`config.mk`:
```
export PLATFORM = sky130hd
export DESIGN_NAME = nibble_serial_adder
export DESIGN_NICKNAME = d
export VERILOG_FILES = /design/src/rtl/nibble_serial_adder.sv
export SDC_FILE = /design/constraint.sdc
export NUM_CORES = 1
export LEC_CHECK = 0
export BUFFER_PORTS_ARGS = -buffer_cell sky130_fd_sc_hd__buf_2
export CAP_MARGIN = 20
export CORE_MARGIN = 2
export CORE_UTILIZATION = 49
export DETAILED_ROUTE_END_ITERATION = 7
export PLACE_DENSITY_LB_ADDON = 0.1
export SETUP_SLACK_MARGIN = 0.02
export SLEW_MARGIN = 20
export SYNTH_ARGS = -nofsm -noshare
export SYNTH_HDL_FRONTEND = slang
export SYNTH_SLANG_ARGS = --single-unit
```
`constraint.sdc`:
```
create_clock -name clk -period 3.8 [get_ports clk]
set_clock_uncertainty 0.15 [all_clocks]
set_input_delay 0.76 -clock clk [delete_from_list [all_inputs] [get_ports clk]]
set_output_delay 0.76 -clock clk [all_outputs]
set_load 0.02 [all_outputs]
```
`src/rtl/nibble_serial_adder.sv`:
```
// nibble_serial_adder: WIDTH-bit adder that reuses one 4-bit carry-lookahead slice per clock,
// LSB nibble first, with valid/ready handshakes on both the operand and result sides.

module adder4 (
   input  logic [3:0] A,
   input  logic [3:0] B,
   input  logic       Cin,
   output logic [3:0] Sum,
   output logic       Cout,
   output logic       Pout,
   output logic       Gout
);
   logic [3:0] p;
   logic [3:0] g;
   logic [4:0] c;

   always_comb begin
      p    = A ^ B;
      g    = A & B;
      c    = '0;
      c[0] = Cin;
      for (int unsigned i = 0; i < 4; i++) begin
         c[i+1] = g[i] | (p[i] & c[i]);
      end
      Sum  = p ^ c[3:0];
      Cout = c[4];
      Pout = &p;
      Gout = g[3] | (p[3] & g[2]) | (p[3] & p[2] & g[1]) | (p[3] & p[2] & p[1] & g[0]);
   end
endmodule

module nibble_serial_adder #(
   parameter int unsigned WIDTH = 64
) (
   input  logic             clk,
   input  logic             rst,
   input  logic             in_valid,
   output logic             in_ready,
   input  logic [WIDTH-1:0] A,
   input  logic [WIDTH-1:0] B,
   input  logic             Cin,
   output logic             out_valid,
   input  logic             out_ready,
   output logic [WIDTH-1:0] Sum,
   output logic             Cout,
   output logic             Pout,
   output logic             Gout,
   output logic             busy
);
   localparam int unsigned NIB = WIDTH / 4;
   localparam int unsigned CW  = (NIB > 1) ? $clog2(NIB) : 1;
   localparam logic [CW-1:0] LAST = CW'(NIB - 1);

   if (WIDTH < 4 || (WIDTH % 4) != 0) begin : g_bad_width
      $error("nibble_serial_adder: WIDTH must be a multiple of 4 and >= 4");
   end

   typedef enum logic [1:0] {IDLE, RUN, DONE} state_t;

   state_t           state_q, state_d;
   logic [CW-1:0]    idx_q, idx_d;
   logic             carry_q, carry_d;
   logic [WIDTH-1:0] a_q, a_d, b_q, b_d, sum_q, sum_d;
   logic             cout_q, cout_d, pout_q, pout_d, gout_q, gout_d;
   logic             pacc_q, pacc_d, gacc_q, gacc_d;

   logic [3:0] sl_a, sl_b, sl_sum;
   logic       sl_cout, sl_p, sl_g, pacc_upd, gacc_upd;

   // Constant-index mux over nibbles keeps the part-selects width-safe for every WIDTH.
   always_comb begin
      sl_a = '0;
      sl_b = '0;
      for (int unsigned n = 0; n < NIB; n++) begin
         if (idx_q == CW'(n)) begin
            sl_a = a_q[4*n +: 4];
            sl_b = b_q[4*n +: 4];
         end
      end
   end

   adder4 u_slice (
      .A    (sl_a),
      .B    (sl_b),
      .Cin  (carry_q),
      .Sum  (sl_sum),
      .Cout (sl_cout),
      .Pout (sl_p),
      .Gout (sl_g)
   );

   assign in_ready  = (state_q == IDLE) & ~rst;
   assign out_valid = (state_q == DONE);
   assign busy      = (state_q != IDLE);
   assign Sum       = sum_q;
   assign Cout      = cout_q;
   assign Pout      = pout_q;
   assign Gout      = gout_q;

   always_comb begin
      state_d  = state_q;
      idx_d    = idx_q;
      carry_d  = carry_q;
      a_d      = a_q;
      b_d      = b_q;
      sum_d    = sum_q;
      cout_d   = cout_q;
      pout_d   = pout_q;
      gout_d   = gout_q;
      pacc_d   = pacc_q;
      gacc_d   = gacc_q;
      pacc_upd = pacc_q & sl_p;
      gacc_upd = sl_g | (sl_p & gacc_q);
      case (state_q)
         IDLE: begin
            if (in_valid && in_ready) begin
               a_d     = A;
               b_d     = B;
               carry_d = Cin;
               idx_d   = '0;
               pacc_d  = 1'b1;
               gacc_d  = 1'b0;
               state_d = RUN;
            end
         end
         RUN: begin
            for (int unsigned n = 0; n < NIB; n++) begin
               if (idx_q == CW'(n)) sum_d[4*n +: 4] = sl_sum;
            end
            carry_d = sl_cout;
            pacc_d  = pacc_upd;
            gacc_d  = gacc_upd;
            if (idx_q == LAST) begin
               cout_d  = sl_cout;
               pout_d  = pacc_upd;
               gout_d  = gacc_upd;
               state_d = DONE;
            end else begin
               idx_d = idx_q + CW'(1);
            end
         end
         DONE: begin
            if (out_ready) state_d = IDLE;
         end
         default: state_d = IDLE;
      endcase
   end

   always_ff @(posedge clk) begin
      if (rst) begin
         state_q <= IDLE;
         idx_q   <= '0;
         carry_q <= 1'b0;
         a_q     <= '0;
         b_q     <= '0;
         sum_q   <= '0;
         cout_q  <= 1'b0;
         pout_q  <= 1'b0;
         gout_q  <= 1'b0;
         pacc_q  <= 1'b0;
         gacc_q  <= 1'b0;
      end else begin
         state_q <= state_d;
         idx_q   <= idx_d;
         carry_q <= carry_d;
         a_q     <= a_d;
         b_q     <= b_d;
         sum_q   <= sum_d;
         cout_q  <= cout_d;
         pout_q  <= pout_d;
         gout_q  <= gout_d;
         pacc_q  <= pacc_d;
         gacc_q  <= gacc_d;
      end
   end
endmodule

```
==> results of run 1 <==
## registers in the layout, indices dropped and copies added (netlist names)
register  cells
Gout          1
carry_q       1
gacc_q        1
state_q       2
Sum          64
a_q          64
Pout          1
idx_q         4
Cout          1
pacc_q        1
b_q          64
## layout make-up
type / instances / area [um2]
Fill cell: 1736 / 7000
Multi-Input combinational cell: 815 / 4780
Sequential cell: 204 / 4090
Timing Repair Buffer: 279 / 1700
Clock buffer: 32 / 608
Tap cell: 234 / 293
Inverter: 27 / 106
Clock inverter: 6 / 71.3
## placed cells by master (no fill, tap or decap), types with 22 or more instances in the layout
| master | instances |
|---|---|
| dfxtp_1 | 202 |
| buf_2 | 201 |
| nand2_1 | 183 |
| o21ai_0 | 130 |
| nand2b_1 | 121 |
| nor2_1 | 89 |
| buf_4 | 66 |
| a21oi_1 | 47 |
| a211oi_1 | 39 |
| mux2i_1 | 33 |
| clkbuf_16 | 22 |
## worst min path at each step
stage	from	end	slack (ns)	depth (start not counted)
finish	B[59]	b_q[59]	0.29	3
floorplan	a_q[10]	a_q[10]	0.29	2
detailed placement	Cout	Cout	0.30	2
CTS	B[41]	b_q[41]	0.28	3
global route	B[59]	b_q[59]	0.30	3
global placement	Pout	Pout	0.29	2
## logic make-up (layout without fill, tap and decap cells)
family | after synthesis | after routing | share of synthesized area [%]
AND/OR/NAND/NOR | 457 | 457 | 23.6
AO/OA/AOI/OAI | 312 | 312 | 20.6
flip-flops | 204 | 204 | 43.9
buffers and inverters | 129 | 344 | 6.34
multiplexers | 33 | 33 | 3.55
adder cells (fa/ha/maj) | 12 | 12 | 1.94
XOR/XNOR | 1 | 1 | 0.0942
## layer usage
layer	track usage, %	wire length [um]
met5	0	0
met4	4.63	314
met3	3.10	1670
met2	40.8	11700
met1	40.1	13400
## worst max-delay path: cells and delay by family, from the launching register on
kind                       cells  cell delay (ns)
adders and majority gates      5             1.53
muxes                          1             0.15
buffers and inverters          5             0.46
DFF                            1             0.39
and+or+nand+nor                1             0.05
AOI/OAI and AO/OA              4             0.90
## report_power, final
part           switching (mW)  total [mW]  leakage [nW]  internal, mW
clock network           0.843        2.02         0.324          1.18
registers              0.0783        2.32          1.67          2.25
logic                   0.401       0.714          2.68         0.313
total                    1.32        5.06          4.68          3.74
## per-stage QoR
step           setup WS (ns)  area (um2)
2_1_floorplan         0.0477        9370
3_3_place_gp        -0.00773       10700
3_5_place_dp         -0.0910       10700
4_1_cts              0.00568       11500
5_1_grt               -0.115       11600
6_report              0.0276       11600
## what timing repair did
item,CTS,global route
pin swaps,6,10
resized for setup,10,22
cloned,0,0
setup endpoints to repair,16,16
setup buffers,2,10
==> run_results.csv, run 1 <==
group,metric,value,unit
critical_path,critPathRequiredTime,4.02,ns
floorplanning,start_util,49.9,%
logic_synthesis,synth_commonest_cells,"dfxtp_1 (204), nand2_1 (183), o21ai_0 (133)",
logic_synthesis,synth_edf_count,0,
critical_path,cp_slowest_cell,"fa_2",
layout,area_growth,25.2,%
floorplanning,io_pins,203,
clock_network,cts_tree,"yes",
clock_network,path_clk_slew,0.06,ns
sta,hold_ws,0.293,ns
floorplanning,rows,50,
critical_path,cp-end-kind,"flip-flop",
clock_network,root_buffer,"clkbuf_16",
grt,grt_max_degree,205,
drt,viasPerCell,5.30,
floorplanning,dieArea,20100,um2
hold_path,hold_path.class,"input pin to flip-flop",
logic_synthesis,synth.area.top_cells,"dfxtp_1 (44%), nand2b_1 (8.1%), nand2_1 (7.4%)",
critical_path,r2r-start,"idx_q[1]",
critical_path,r2r_slack,0.03,ns
grt,grt_remaining_overflow,0,
critical_path,crit_path_frequent_cell,"fa_2",
logic_synthesis,yosysTopAreaCellShare,43.9,%
logic_synthesis,syn_area_per_cell,8.10,um2
drt,routed_wirelength,27.0,mm
sta,tightest_slew,0.815,ns
critical_path,cp-start-kind,"flip-flop",
layout,drive_above_1_share,25.9,%
drt,drc_errors,0,
sta,tns,0,ns
sta,fin_crit,3.77,ns
power,p_leak,4.68,nW
logic_synthesis,synthFlopType,"dfxtp_1",
logic_synthesis,syn_nets,1293,
grt,antenna_found_initial,0,
drt,wire_per_inst,16.9,um
status,status,"completed",
logic_synthesis,synth_area_leader_cell,"dfxtp_1",
sta,report.final.slew_viol_count,0,
place,gp_congestion,0.955,
drt,ant_nets,0,
floorplanning,die_w,142,um
drt,dr.pass1.iters,5,
sta,rsz0062_at_grt,"true",
place,dp_cells,1547,
critical_path,reg2reg_depth,16,
critical_path,worstSetupPathType,"flip-flop to flip-flop",
logic_synthesis,yosysWarnings,0,
logic_synthesis,synth_area,9300,um2
run,max_cap_viol_count,0,
layout,diodes,0,
critical_path,cp_cell_sequence,"inv_4, ha_4, buf_6, a2111oi_4, o22ai_2, a22o_1, a2bb2oi_2, fa_2, inv_2, fa_2, fa_2, inv_2, fa_2, buf_6, mux2i_1, nor2_1",
layout,nets,1494,
drt,vias,8467,
critical_path,r2r-end,"Sum[43]",
critical_path,cp-startpoint,"idx_q[1]",
clock_network,ctsHoldBuffers,0,
clock_network,cts.sinks,204,
layout,layout.cells.non_filler,1597,
sta,max_freq,0.265,GHz
clock_network,clock_path_buffers,3,
floorplanning,core,18600,um2
sta,finalSetupViolCount,0,
clock_network,h-tree-depth,1,
critical_path,cp-endpoint,"Sum[43]",
drt,dr.first_iter.drc_count,549,
power,peakVddDrop,0.000322,V
sta,period_share,99.3,%
floorplanning,die_h,142,um
power,power,5.06,mW
critical_path,critical-path-max-stage-delay,0.45,ns
clock_network,numCtsBuffers,22,
grt,grtUsageTotal,26.4,%
logic_synthesis,ys_seq_area_share,43.9,%
clock_network,clk_latency,0.51,ns
place,dp_hpwl,19.4,mm
power,p_per_area,435,nW/um2
logic_synthesis,syn_inst,1148,
sta,finalHoldViolCount,0,
logic_synthesis,synth.most_common_cell,"dfxtp_1",
logic_synthesis,async_flop_share,0,%
grt,grt_pass1_vias,7898,
sta,slew_headroom,45.5,%
critical_path,critPathMaxFanout,8,
layout,fin_util,62.5,%
grt,grt_first_pass_wirelength,42.3,mm
logic_synthesis,ys_types,56,
logic_synthesis,ys_ff_latch,204,
place,portBuffers,202,
critical_path,arrival,3.99,ns
Power figures use the tool's default switching activity.
==> inputs of run 2 (changes only) <==
--- a/config.mk
+++ b/config.mk
@@ -8,7 +8,7 @@
 export BUFFER_PORTS_ARGS = -buffer_cell sky130_fd_sc_hd__buf_2
 export CAP_MARGIN = 20
 export CORE_MARGIN = 2
-export CORE_UTILIZATION = 49
+export CORE_UTILIZATION = 55
 export DETAILED_ROUTE_END_ITERATION = 7
 export PLACE_DENSITY_LB_ADDON = 0.1
 export SETUP_SLACK_MARGIN = 0.02
==> constraint.sdc (replaced) <==
create_clock -name clk -period 3.7 [get_ports clk]
set_clock_uncertainty 0.15 [all_clocks]
set_input_delay 0.74 -clock clk [delete_from_list [all_inputs] [get_ports clk]]
set_output_delay 0.74 -clock clk [all_outputs]
set_load 0.02 [all_outputs]
==> run_results.csv, run 2 (synthesis gave the netlist of run 1 again) <==
group,metric,value,unit
critical_path,cp-startpoint,"idx_q[0]",
clock_network,clock_path_buffers,3,
floorplanning,die_h,134,um
layout,layout_commonest_cell,"dfxtp_1",
status,failed_checks,"setup timing",
grt,antenna_found_initial,0,
grt,grt_first_pass_wirelength,42.3,mm
floorplanning,dieArea,18000,um2
drt,dr.pass1.iters,6,
run,max_cap_viol_count,0,
drt,vias,8563,
sta,tightest_slew,0.959,ns
place,dp_hpwl,18.6,mm
power,p_leak,4.60,nW
drt,drc_errors,0,
clock_network,path_clk_slew,0.06,ns
clock_network,cts_tree,"yes",
critical_path,worstSetupPathType,"flip-flop to flip-flop",
power,peakVddDrop,0.000328,V
clock_network,clk_latency,0.51,ns
critical_path,critPathRequiredTime,3.91,ns
sta,hold_ws,0.278,ns
critical_path,r2r_slack,-0.15,ns
layout,nets,1473,
floorplanning,start_util,56.1,%
sta,setup_slack,-0.147,ns
drt,ant_nets,0,
drt,wire_per_inst,17.1,um
layout,final_cell_mix,"dfxtp_1 (202), buf_2 (201), nand2_1 (183), o21ai_0 (130), nand2b_1 (121)",
layout,fin_util,69.4,%
sta,rsz0062_at_grt,"true",
sta,slew_headroom,35.9,%
place,place_ws,-0.163,ns
floorplanning,die_w,134,um
sta,report.final.slew_viol_count,0,
sta,period_share,104,%
clock_network,cts.sinks,204,
grt,grt_max_degree,205,
sta,finalSetupViolCount,14,
power,power,5.23,mW
floorplanning,rows,47,
floorplanning,io_pins,203,
drt,routed_wirelength,26.8,mm
floorplanning,core,16600,um2
layout,area_growth,23.7,%
clock_network,ctsHoldBuffers,0,
drt,dr.first_iter.drc_count,676,
clock_network,numCtsBuffers,21,
layout,drive_above_1_share,24.6,%
drt,viasPerCell,5.48,
sta,fin_crit,3.85,ns
sta,tns,-1.84,ns
layout,diodes,0,
place,gp_congestion,0.908,
clock_network,root_buffer,"clkbuf_16",
hold_path,worstHoldStart,"B[37]",
power,p_per_area,454,nW/um2
grt,grt_pass1_vias,7962,
clock_network,h-tree-depth,1,
critical_path,critPathMaxFanout,8,
critical_path,r2r-start,"idx_q[0]",
grt,grtUsageTotal,29.3,%
sta,max_freq,0.260,GHz
status,status,"finished with violations",
place,portBuffers,202,
critical_path,cp-end-kind,"flip-flop",
sta,finalHoldViolCount,0,
hold_path,hold_path.class,"input pin to flip-flop",
grt,grt_remaining_overflow,0,
critical_path,cp-start-kind,"flip-flop",
critical_path,arrival,4.06,ns
-- run 2: final timing paths --
kind	end	cells past startpoint
worst max-delay path	Sum[15]	16
worst min-delay path	b_q[37]	3
worst max register to register	Sum[15]	16
worst min register to register	Sum[60]	2
-- run 2: worst max-delay path: stages (launching register included) --
cell	delay, ns
dfxtp_4	0.38
buf_12	0.13
ha_4	0.19
nand3b_1	0.21
a221oi_4	0.28
o22ai_1	0.10
a22o_1	0.23
a2bb2oi_2	0.17
fa_2	0.22
inv_2	0.04
fa_2	0.35
fa_2	0.34
inv_2	0.08
fa_2	0.49
buf_6	0.19
mux2i_1	0.13
nor2_1	0.05
-- run 2: metal layers --
layer	routed length (um)	track usage, %	up-vias
met5	0	0	-
li1	-	-	4267
met4	588	7.37	0
met1	12700	43.6	3907
met3	2030	4.76	37
met2	11500	44.6	352
-- run 2: area by class of cell --
class	count	area, um2
clock inverter	5	65.1
sequential	204	4090
inverter	27	104
timing repair buffer	259	1580
fill	1477	5080
multi-input combinational	815	4750
clock buffer	33	641
tap	220	275
-- run 2: per-stage QoR --
stage / instances / instance area (um2)
after floorplan: 1148 / 9380
final: 1563 / 11500
after CTS: 1562 / 11500
after global placement: 1515 / 10600
after detailed placement: 1515 / 10600
after global routing: 1563 / 11500
-- run 2: what timing repair did --
| item | CTS | global route |
|---|---|---|
| setup buffers | 8 | 1 |
| setup endpoints to repair | 16 | 19 |
| pin swaps | 3 | 3 |
| cloned | 1 | 0 |
| gates resized for setup | 13 | 10 |
-- run 2: power breakdown --
| part | switching (mW) | internal, mW | leakage, nW |
|---|---|---|---|
| clock network | 0.858 | 1.26 | 0.348 |
| registers | 0.0798 | 2.31 | 1.67 |
| logic | 0.409 | 0.310 | 2.59 |
| total | 1.35 | 3.88 | 4.60 |
==> inputs of run 3 (changes only) <==
--- a/config.mk
+++ b/config.mk
@@ -9,10 +9,12 @@
 export CAP_MARGIN = 20
 export CORE_MARGIN = 2
 export CORE_UTILIZATION = 55
+export CTS_CLUSTER_SIZE = 20
 export DETAILED_ROUTE_END_ITERATION = 7
 export PLACE_DENSITY_LB_ADDON = 0.1
 export SETUP_SLACK_MARGIN = 0.02
 export SLEW_MARGIN = 20
 export SYNTH_ARGS = -nofsm -noshare
 export SYNTH_HDL_FRONTEND = slang
+export SYNTH_HIERARCHICAL = 1
 export SYNTH_SLANG_ARGS = --single-unit
==> run_results.csv, run 3 <==
group,metric,value,unit
status,status,"finished with violations",
status,failed_checks,"setup timing",
grt,grt_remaining_overflow,0,
critical_path,cp-startpoint,"idx_q[1]",
floorplanning,core,16700,um2
layout,area_growth,25.8,%
power,p_per_area,443,nW/um2
drt,top_layer,"met4",
critical_path,cp_slowest_cell,"fa_1",
critical_path,reg2reg_depth,17,
critical_path,arrival,4.01,ns
floorplanning,io_pins,203,
sta,finalHoldViolCount,0,
logic_synthesis,synth_edf_count,0,
power,internal_power,3.91,mW
power,p_leak,4.76,nW
sta,fin_crit,3.73,ns
critical_path,critPathMaxFanout,8,
drt,drc_errors,0,
critical_path,worstSetupPathType,"flip-flop to flip-flop",
grt,grt_max_degree,92,
layout,nets,1555,
floorplanning,die_w,135,um
grt,antenna_found_initial,0,
sta,slew_headroom,40.3,%
critical_path,critPathRequiredTime,3.98,ns
clock_network,clock_path_buffers,3,
logic_synthesis,ys_types,55,
drt,dr.first_iter.drc_count,714,
drt,wire_per_inst,16.2,um
logic_synthesis,synth_commonest_cells,"nand2_1 (252), dfxtp_1 (204), nand2b_1 (111)",
power,switching_power,1.36,mW
sta,tns,-0.118,ns
drt,wl_met2,12.4,mm
drt,viasPerCell,5.50,
floorplanning,rows,47,
logic_synthesis,syn_nets,1354,
grt,grtUsageTotal,28.3,%
power,p_clk_share,40.3,%
grt,grt_first_pass_wirelength,42.2,mm
clock_network,numCtsBuffers,21,
layout,layout.cells.non_filler,1642,
place,portBuffers,202,
logic_synthesis,yosysTopAreaCellShare,43.2,%
place,dp_hpwl,18.6,mm
drt,vias,9039,
logic_synthesis,synth.area.top_cells,"dfxtp_1 (43%), nand2_1 (10%), nand2b_1 (7.3%)",
grt,grt_pass1_vias,8530,
clock_network,cts.sinks,204,
hold_path,worstHoldPathCells,3,
sta,report.final.slew_viol_count,0,
critical_path,cp_cell_sequence,"inv_4, ha_4, clkinvlp_4, buf_4, buf_4, o21ai_0, a31oi_1, o22ai_1, o211ai_1, fa_2, fa_2, inv_2, fa_1, inv_2, clkbuf_16, nand3_2, a21oi_2",
critical_path,r2r-end,"Sum[43]",
layout,layout_commonest_cell,"nand2_1",
critical_path,cp-start-kind,"flip-flop",
logic_synthesis,synth_area_leader_cell,"dfxtp_1",
clock_network,root_buffer,"clkbuf_16",
power,swShare,25.8,%
logic_synthesis,synth_area,9460,um2
sta,setup_slack,-0.0298,ns
sta,tightest_slew,0.896,ns
layout,n_fill_cell,1382,
logic_synthesis,ys_seq_area_share,43.2,%
place,dp_cells,1596,
drt,ant_nets,0,
clock_network,path_clk_slew,0.06,ns
logic_synthesis,async_flop_share,0,%
critical_path,r2r_slack,-0.03,ns
critical_path,r2r-start,"idx_q[1]",
sta,finalSetupViolCount,12,
critical_path,cp-end-kind,"flip-flop",
clock_network,clk_latency,0.50,ns
critical_path,cp-endpoint,"Sum[43]",
floorplanning,die_h,135,um
power,peakVddDrop,0.000404,V
floorplanning,start_util,56.7,%
logic_synthesis,syn_inst,1209,
logic_synthesis,yosysWarnings,6,
run,max_cap_viol_count,0,
logic_synthesis,synthFlopType,"dfxtp_1",
logic_synthesis,ys_ff_latch,204,
sta,rsz0062_at_grt,"true",
power,p_comb_share,14.5,%
sta,max_freq,0.268,GHz
drt,wl_met1,12.0,mm
logic_synthesis,synth.most_common_cell,"nand2_1",
power,seqPwrFrac,45.2,%
hold_path,hold_path.class,"input pin to flip-flop",
sta,period_share,101,%
drt,routed_wirelength,26.5,mm
logic_synthesis,syn_area_per_cell,7.83,um2
clock_network,h-tree-depth,1,
drt,dr.pass1.iters,7,
critical_path,critical-path-max-stage-delay,0.41,ns
layout,fin_util,71.3,%
power,power,5.27,mW
floorplanning,dieArea,18300,um2
layout,final_cell_mix,"nand2_1 (252), dfxtp_1 (202), buf_2 (201), nand2b_1 (111), o21ai_0 (105)",
clock_network,cts_tree,"yes",
layout,drive_above_1_share,27.3,%
drt,met3_length,1.68,mm
place,gp_congestion,0.890,
layout,diodes,0,
run 3: cell count changes in the layout (fill, tap and decap cells not counted), moves of 13 or more:
cell	previous run	this run
a21oi_1	49	87
inv_1	21	36
a21oi_2	2	15
o21ai_0	130	105
nand3_1	10	63
nor2_1	88	28
o22ai_1	2	15
nand2_1	183	252
buf_4	44	69
mux2i_1	33	12
a211oi_1	41	2
run 3: area by class of cell:
cell class	count	area (um2)	share of cell area, %
clock buffers	29	606	5.09
clock inverters	6	83.8	0.704
inverters	43	170	1.43
multi-input cells	856	4910	41.2
flip-flops and latches	204	4090	34.4
well taps	220	275	2.31
repair buffers	284	1770	14.9
run 3: worst max-delay path, delay by kind of cell (launching register included):
family | cells | cell delay [ns]
flops | 1 | 0.37
buf+inv | 7 | 0.92
fa+ha+maj | 4 | 1.35
compound gates | 5 | 0.80
simple gates | 1 | 0.07
run 3: how the worst min path moves through the flow:
stage / start / endpoint / slack [ns]
after floorplan: b_q[42] / b_q[42] / 0.29
after global placement: Pout / Pout / 0.29
after detailed placement: Pout / Pout / 0.29
after CTS: A[20] / a_q[20] / 0.27
after global routing: B[51] / b_q[51] / 0.29
final: B[51] / b_q[51] / 0.28
run 3: metrics by stage:
step	instance area, um2	setup WS, ns	hold slack [ns]
2_1_floorplan	9500	0.0216	0.292
3_3_place_gp	10800	-0.0670	0.288
3_5_place_dp	10800	-0.133	0.292
4_1_cts	11600	-0.0748	0.269
5_1_grt	11900	-0.183	0.286
6_report	11900	-0.0298	0.278
run 3: layer usage:
| metal | global-route usage (%) | vias to the layer above |
|---|---|---|
| met5 | 0 | - |
| met4 | 7.18 | 0 |
| met3 | 4.12 | 37 |
| met2 | 46.3 | 309 |
| met1 | 39.6 | 4180 |
| li1 | - | 4513 |
run 3: cells by family after synthesis:
group / synth area share [%]
mux: 1.27
fa+ha+maj: 1.90
flops: 43.2
buf+inv: 7.79
xor+xnor: 0.0926
compound gates: 21.4
simple gates: 24.4
run 3: timing repair:
item                                    in CTS  in global routing
endpoints found under the hold margin        0                  0
cloned                                       0                  1
endpoints found under the setup margin      16                 50
pin swaps                                    2                 11
hold buffers                                 0                  0
setup buffers                                2                  8
resized for setup                           15                 55
run 3: power by group through the flow:
stage	sequential (mW)	combinational (mW)	clock, mW
3_5_place_dp	2.42	0.678	0
3_3_place_gp	2.42	0.670	0
6_report	2.38	0.764	2.13
5_1_grt	2.39	0.836	2.25
4_1_cts	2.38	0.698	2.15
2_1_floorplan	2.40	0.438	0
